## config.mk

```make
export PLATFORM = sky130hd
export DESIGN_NAME = program_counter
export DESIGN_NICKNAME = d
export VERILOG_FILES = /design/src/rtl/program_counter.sv
export SDC_FILE = /design/constraint.sdc
export NUM_CORES = 1
export LEC_CHECK = 0
export ABC_AREA = 0
export CAP_MARGIN = 30
export CORE_MARGIN = 8
export CORE_UTILIZATION = 30
export CTS_CLUSTER_SIZE = 14
export DETAILED_ROUTE_END_ITERATION = 10
export PLACE_DENSITY = 0.78
export SYNTH_ARGS = -nofsm -noshare
export SYNTH_HDL_FRONTEND = slang
export SYNTH_SLANG_ARGS = --single-unit
export TNS_END_PERCENT = 10
```

## constraint.sdc

```tcl
create_clock -name clk -period 1.7 [get_ports clk]
set_clock_uncertainty 0.2 [all_clocks]
set_input_delay 0.51 -clock clk [delete_from_list [all_inputs] [get_ports clk]]
set_output_delay 0.51 -clock clk [all_outputs]
set_load 0.02 [all_outputs]
```

## src/rtl/program_counter.sv

```systemverilog
// Program counter register: unconditional load of pc_in every rising edge,
// with a one-load history (pc_prev) and a loaded-since-reset flag (pc_valid).
module program_counter #(
    parameter int unsigned          WIDTH       = 32,
    parameter logic [WIDTH-1:0]     RESET_VALUE = '0
) (
    input  logic             clk,
    input  logic             rst_n,
    input  logic [WIDTH-1:0] pc_in,
    output logic [WIDTH-1:0] pc_out,
    output logic [WIDTH-1:0] pc_prev,
    output logic             pc_valid
);

    logic [WIDTH-1:0] r_pc;
    logic [WIDTH-1:0] r_pc_prev;
    logic             r_valid;

    // Verbatim load; the old value shifts into the history register on the same edge.
    always_ff @(posedge clk or negedge rst_n) begin
        if (!rst_n) begin
            r_pc      <= RESET_VALUE;
            r_pc_prev <= RESET_VALUE;
            r_valid   <= 1'b0;
        end else begin
            r_pc      <= pc_in;
            r_pc_prev <= r_pc;
            r_valid   <= 1'b1;
        end
    end

    assign pc_out   = r_pc;
    assign pc_prev  = r_pc_prev;
    assign pc_valid = r_valid;

endmodule

```

==> results of run 1 <==
[power by group]
part / switching (uW) / internal (uW) / total (uW)
Sequential: 28.7 / 1630 / 1650
Clock: 503 / 714 / 1220
Combinational: 177 / 142 / 319
Total: 709 / 2480 / 3190
[per-stage QoR]
| stage | hold WS (ns) | util |
|---|---|---|
| 2_1_floorplan | 0.01441 | - |
| 3_3_place_gp | 0.1553 | 0.5071 |
| 3_5_place_dp | 0.1623 | 0.5071 |
| 4_1_cts | 0.1754 | 0.5511 |
| 5_1_grt | 0.1803 | 0.5080 |
| 6_report | 0.1702 | 0.5080 |
[timing repair]
item / CTS / global route
endpoints found under the setup margin: 65 / 40
hold endpoints to repair: 10 / 0
hold buffers: 1 / 0
buffers inserted: 0 / 0
gates resized for setup: 184 / 40
[metal layers]
layer / vias to the layer above / GRT usage / routed length [um]
li1: 426 / - / -
met1: 472 / 0.09138 / 1301
met2: 57 / 0.1687 / 2040
met3: 9 / 0.06318 / 396
met4: 0 / 0.05078 / 61
met5: - / 0 / 0
[logic make-up (layout without fill, tap and decap cells)]
family	after synthesis	in the layout	synth area share
buffers and inverters	0	117	0
flip-flops	65	65	0.9977
other	1	1	0.002300
[state kept, by name (all words and copies together) (netlist names)]
register	cells
pc_out	32
pc_valid	1
pc_prev	32
[path summary, 6_finish.rpt]
| kind | cells after the start | to |
|---|---|---|
| setup / recovery | 1 | pc_out[13] |
| hold reg to reg | 0 | pc_prev[18] |
| min in group asynchronous | 3 | pc_prev[28] |
| max in group asynchronous | 3 | pc_prev[24] |
| hold / removal | 0 | pc_prev[18] |
| setup reg to reg | 1 | pc_prev[14] |
[area by class of cell]
cell class	instances	area, sq um	area share
timing repair buffer	101	819.5	0.3003
sequential	65	1627	0.5961
clock inverter	3	40.04	0.01467
tap	72	90.09	0.03301
multi-input combinational	1	3.754	0.001376
clock buffer	13	148.9	0.05456
[cell usage after synthesis]
| cell type | instances |
|---|---|
| dfrtp_1 | 65 |
| conb_1 | 1 |
==> metrics.md, run 1 <==
| Metric | Value |
|---|---|
| Synth area leader | dfrtp_1 |
| Commonest non-fill, non-tap cells in the layout | 65 x dfrtp_1, 32 x clkdlybuf4s50_1, 30 x buf_2, 21 x clkdlybuf4s15_2, 15 x clkbuf_2 |
| Worst R2R Start | pc_out[14] |
| Nets | 212 |
| CTS sink cnt | 65 |
| CP max FO | 2 |
| Routed len/inst | 14.90 um |
| Die Width | around 90 um |
| Number of global-route vias before repair | roughly 1100 |
| Post-Syn Instances | 66 |
| Core Area | 5371 sq um |
| Initial core utilization | 0.3035 |
| CTS root buf | clkbuf_8 |
| Antenna violations before repair | 0 |
| Worst Hold Class | reg2reg |
| Mapped Area | between 1500 and 2000 sq um |
| Worst Path Buf+Inv | 1 |
| CTS tree | done |
| RSZ-0062 raised after global routing | no |
| Area after DPL | about 2700 sq um |
| Worst R2R Setup Slack | about 0.90 ns |
| Clk pin slew, worst setup/hold paths | 0.06 ns |
| Residual DRC count | 0 |
| Worst skew pair latency | 0.32 ns |
| Fillers | 483 |
| Synthesis warning total | 0 |
| Leakage | approximately 0.0013 uW |
| Die Height | 89.72 um |
| CTS buffer count | 9 |
| Worst path max stage delay | about 0.38 ns |
| #FFs+latches synth | 65 |
| Outcome | finished, final reports clean |
| Synthesized area per cell | 24.70 sq um |
| Post-layout instance count excluding filler cells | 255 |
| Cell Pwr Density | 1169 nW/um^2 |
| Hold Vio Cnt, Final | 0 |
| CP max stage cell | dfrtp_1 |
| Crit path kind | reg2out |
| Largest delay share family, worst path | flip-flops |
| Total gr overflow | 0 |
| Syn-to-layout area delta | 67.38% |
| Gpl congestion | 0.6178 |
| Post-route cell area | 2729 sq um |
| Minimum clock period | 1.670 ns |
| Setup violators final | 0 |
| Row Count | 27 |
| Port Buffers | 98 |
| Fin. max-slew vios | 0 |
| Sequential share of the synthesized area | 0.9977 |
| Global-route wire length before repair | 6141 um |
| Critical Path Sink Type | output pin |
| Worst hold start | pc_out[18] |
| Via count | about 960 |
| Share of layout cells above drive strength 1 | 0.4426 |
| Critical Path RT | ~0.99 ns |
| Pin count of the biggest net entering global routing | 66 |
| Initial DRC count | 4 |
| Clock Path Buffers | 2 |
| Num ports | 99 |
| CP Data Arrival Time | between 0.9 and 1 ns |
| Fmax | between 500 and 600 MHz |
| GRT Util Overall | 0.1001 |
| Share of the synthesized area in the top cell type | 0.9977 |
| Tcrit/Tclk final | 0.9822 |
| Yosys cell types | 2 |
| Placed Cells | 238 |
| Post-place setup slack | 0.02618 ns |
| Max-cap violation count | 0 |
| Most common cell after layout, fill and taps aside | dfrtp_1 |
| Synthesized Nets | 100 |
| H-tree Lvls | 3 |
| CP startpoint | pc_out[13] |
| Slack of the critical path | between 0.03 and 0.04 ns |
| Routed wire length | 3800 um |
| Die area | 8050 sq um |
| DR vias/cell | 3.780 |
| CP cell instances | clkdlybuf4s15_2 |
| TritonRoute pass-1 iters | 3 |
| Total power | 3190 uW |
| CP startpoint kind | register |
| Maximum vdd drop | 0.0008102 V |
| Antenna-violating nets left | 0 |
| Top area cells in the synthesized netlist | dfrtp_1 100%, conb_1 0.23% |
| Setup TNS | 0 ns |
| Diode count | 0 |
No activity file was read; power rests on OpenSTA's default activity.
==> run 2, diff against run 1 <==
RECOVER_POWER = 100   (was default)
SETUP_SLACK_MARGIN = 0.02   (was default)
==> run 2 against run 1 <==
Highest routed layer unchanged. Core utilization is 1.8 points lower. Hold slack better by 0.0025 ns. Clock power about the same.
==> metrics.md, run 2 (synthesis gave the netlist of run 1 again) <==
| Metric | Value |
|---|---|
| Core Area | 5371 sq um (unchanged) |
| Residual DRC count | 0 (unchanged) |
| CP max FO | 1 (-1) |
| Worst Path Buf+Inv | 1 (unchanged) |
| CTS root buf | clkbuf_8 |
| RSZ-0062 raised after global routing | no |
| Critical Path RT | 0.99 ns (about the same) |
| Initial core utilization | 0.3035 (unchanged) |
| Post-layout instance count excluding filler cells | 255 (unchanged) |
| Critical Path Sink Type | output pin |
| Outcome | finished, final reports clean |
| Post-Route Utilization | 0.4896 (-0.01840) |
| Worst skew pair latency | 0.32 ns (about the same) |
| Slew HR | 0.6400 |
| Tcrit/Tclk final | 0.9683 (-0.01395) |
| Worst path max stage delay | 0.37 ns (about the same) |
| Crit path kind | reg2out |
| DR vias/cell | 3.757 (-0.62%) |
| Die Width | 89.72 um (unchanged) |
| Antenna violations before repair | 0 (unchanged) |
| Gpl congestion | 0.6178 (unchanged) |
| Most common cell after layout, fill and taps aside | dfrtp_1 |
| Row Count | 27 (unchanged) |
| Port Buffers | 98 (unchanged) |
| Cell Pwr Density | 1201 nW/um^2 (+2.7%) |
| Worst Hold Class | reg2reg |
| Max-cap violation count | 0 (unchanged) |
| Slew @ Worst Pin | 0.5400 ns |
| Number of global-route vias before repair | 1164 (+2.2%) |
| Syn-to-layout area delta | 61.32% |
| CTS sink cnt | 65 (unchanged) |
| CP max stage cell | dfrtp_1 |
| Setup TNS | 0 ns (unchanged) |
| CTS tree | done |
| Minimum clock period | 1.646 ns (-0.02372 ns) |
| Leakage | 0.001265 uW (-1.4%) |
| Num ports | 99 (unchanged) |
| Largest delay share family, worst path | flip-flops |
| Via count | 958 (-0.62%) |
| Routed len/inst | 14.95 um (+0.34%) |
| CTS buffer count | 9 (unchanged) |
| Die area | 8050 sq um (unchanged) |
| Commonest non-fill, non-tap cells in the layout | 65 x dfrtp_1, 50 x clkbuf_2, 33 x dlygate4sd3_1, 10 x clkbuf_8, 10 x clkbuf_1 |
| Setup violators final | 0 (unchanged) |
| Maximum vdd drop | 0.0008086 V (-0.19%) |
| Fillers | 488 (+1.0%) |
| GRT Util Overall | 0.1008 (+0.0007126) |
| CP Data Arrival Time | 0.94 ns (-0.02 ns) |
| Fin. max-slew vios | 0 (unchanged) |
| Clock Path Buffers | 2 (unchanged) |
| Antenna-violating nets left | 0 (unchanged) |
| Global-route wire length before repair | 6210 um (+1.1%) |
| Post-CTS Setup Bufs | 0 (unchanged) |
| Total power | 3159 uW (-0.97%) |
| H-tree Lvls | 3 (unchanged) |
| Placed Cells | 238 (unchanged) |
| Slack of the critical path | 0.05397 ns (+0.02372 ns) |
| Nets | 212 (unchanged) |
| TritonRoute pass-1 iters | 2 (-1) |
| Initial DRC count | 5 (+1) |
| Share of layout cells above drive strength 1 | 0.4044 (-0.03825) |
| Fmax | 607.5 MHz (+1.4%) |
| Post-place setup slack | 0.02618 ns (unchanged) |
| Pin count of the biggest net entering global routing | 66 (unchanged) |
| Total gr overflow | 0 (unchanged) |
| CP startpoint kind | register |
| CP cell instances | clkdlybuf4s15_2 |
| Diode count | 0 (unchanged) |
| Die Height | 89.72 um (unchanged) |
| Hold Vio Cnt, Final | 0 (unchanged) |
| Routed wire length | 3813 um (+0.34%) |
| Clk pin slew, worst setup/hold paths | 0.06 ns (about the same) |
-- run 2: path summary, 6_finish.rpt --
kind / start / to / slack (ns) / depth (start not counted)
hold / removal: pc_out[24] / pc_prev[24] / 0.17 / 0
max in group asynchronous: rst_n / pc_prev[24] / 0.33 / 3
min in group asynchronous: rst_n / pc_prev[28] / 0.61 / 3
setup reg to reg: pc_out[14] / pc_prev[14] / 0.90 / 1
hold reg to reg: pc_out[24] / pc_prev[24] / 0.17 / 0
setup / recovery: pc_prev[28] / pc_prev[28] / 0.05 / 1
-- run 2: area by class of cell --
class | count | area [sq um] | share of cell area
multi-input combinational | 1 | 3.754 | 0.001427
clock inverter | 3 | 40.04 | 0.01522
sequential | 65 | 1627 | 0.6185
clock buffer | 13 | 148.9 | 0.05661
timing repair buffer | 101 | 720.7 | 0.2740
tap | 72 | 90.09 | 0.03425
-- run 2: timing repair --
item,CTS,global route
setup endpoints to repair,65,26
gates resized for setup,225,26
hold buffers,1,0
hold endpoints to repair,10,0
-- run 2: metal layers --
metal	global-route usage	share of wire	vias to the layer above
met4	0.05078	0.017	0
met2	0.1718	0.54	57
li1	-	-	425
met5	0	0	-
met3	0.06151	0.099	9
met1	0.09191	0.35	467
-- run 2: report_power, final --
group          switching, uW  internal [uW]  leakage [uW]
combinational            177            110      0.000410
sequential              30.3           1630      0.000757
clock                    502            714     0.0000974
-- run 2: stage by stage --
stage / cell area, sq um / hold slack, ns
floorplan: 1630 / 0.01441
global placement: 2724 / 0.1553
detailed placement: 2724 / 0.1623
CTS: 2809 / 0.1708
global route: 2630 / 0.1812
finish: 2630 / 0.1727
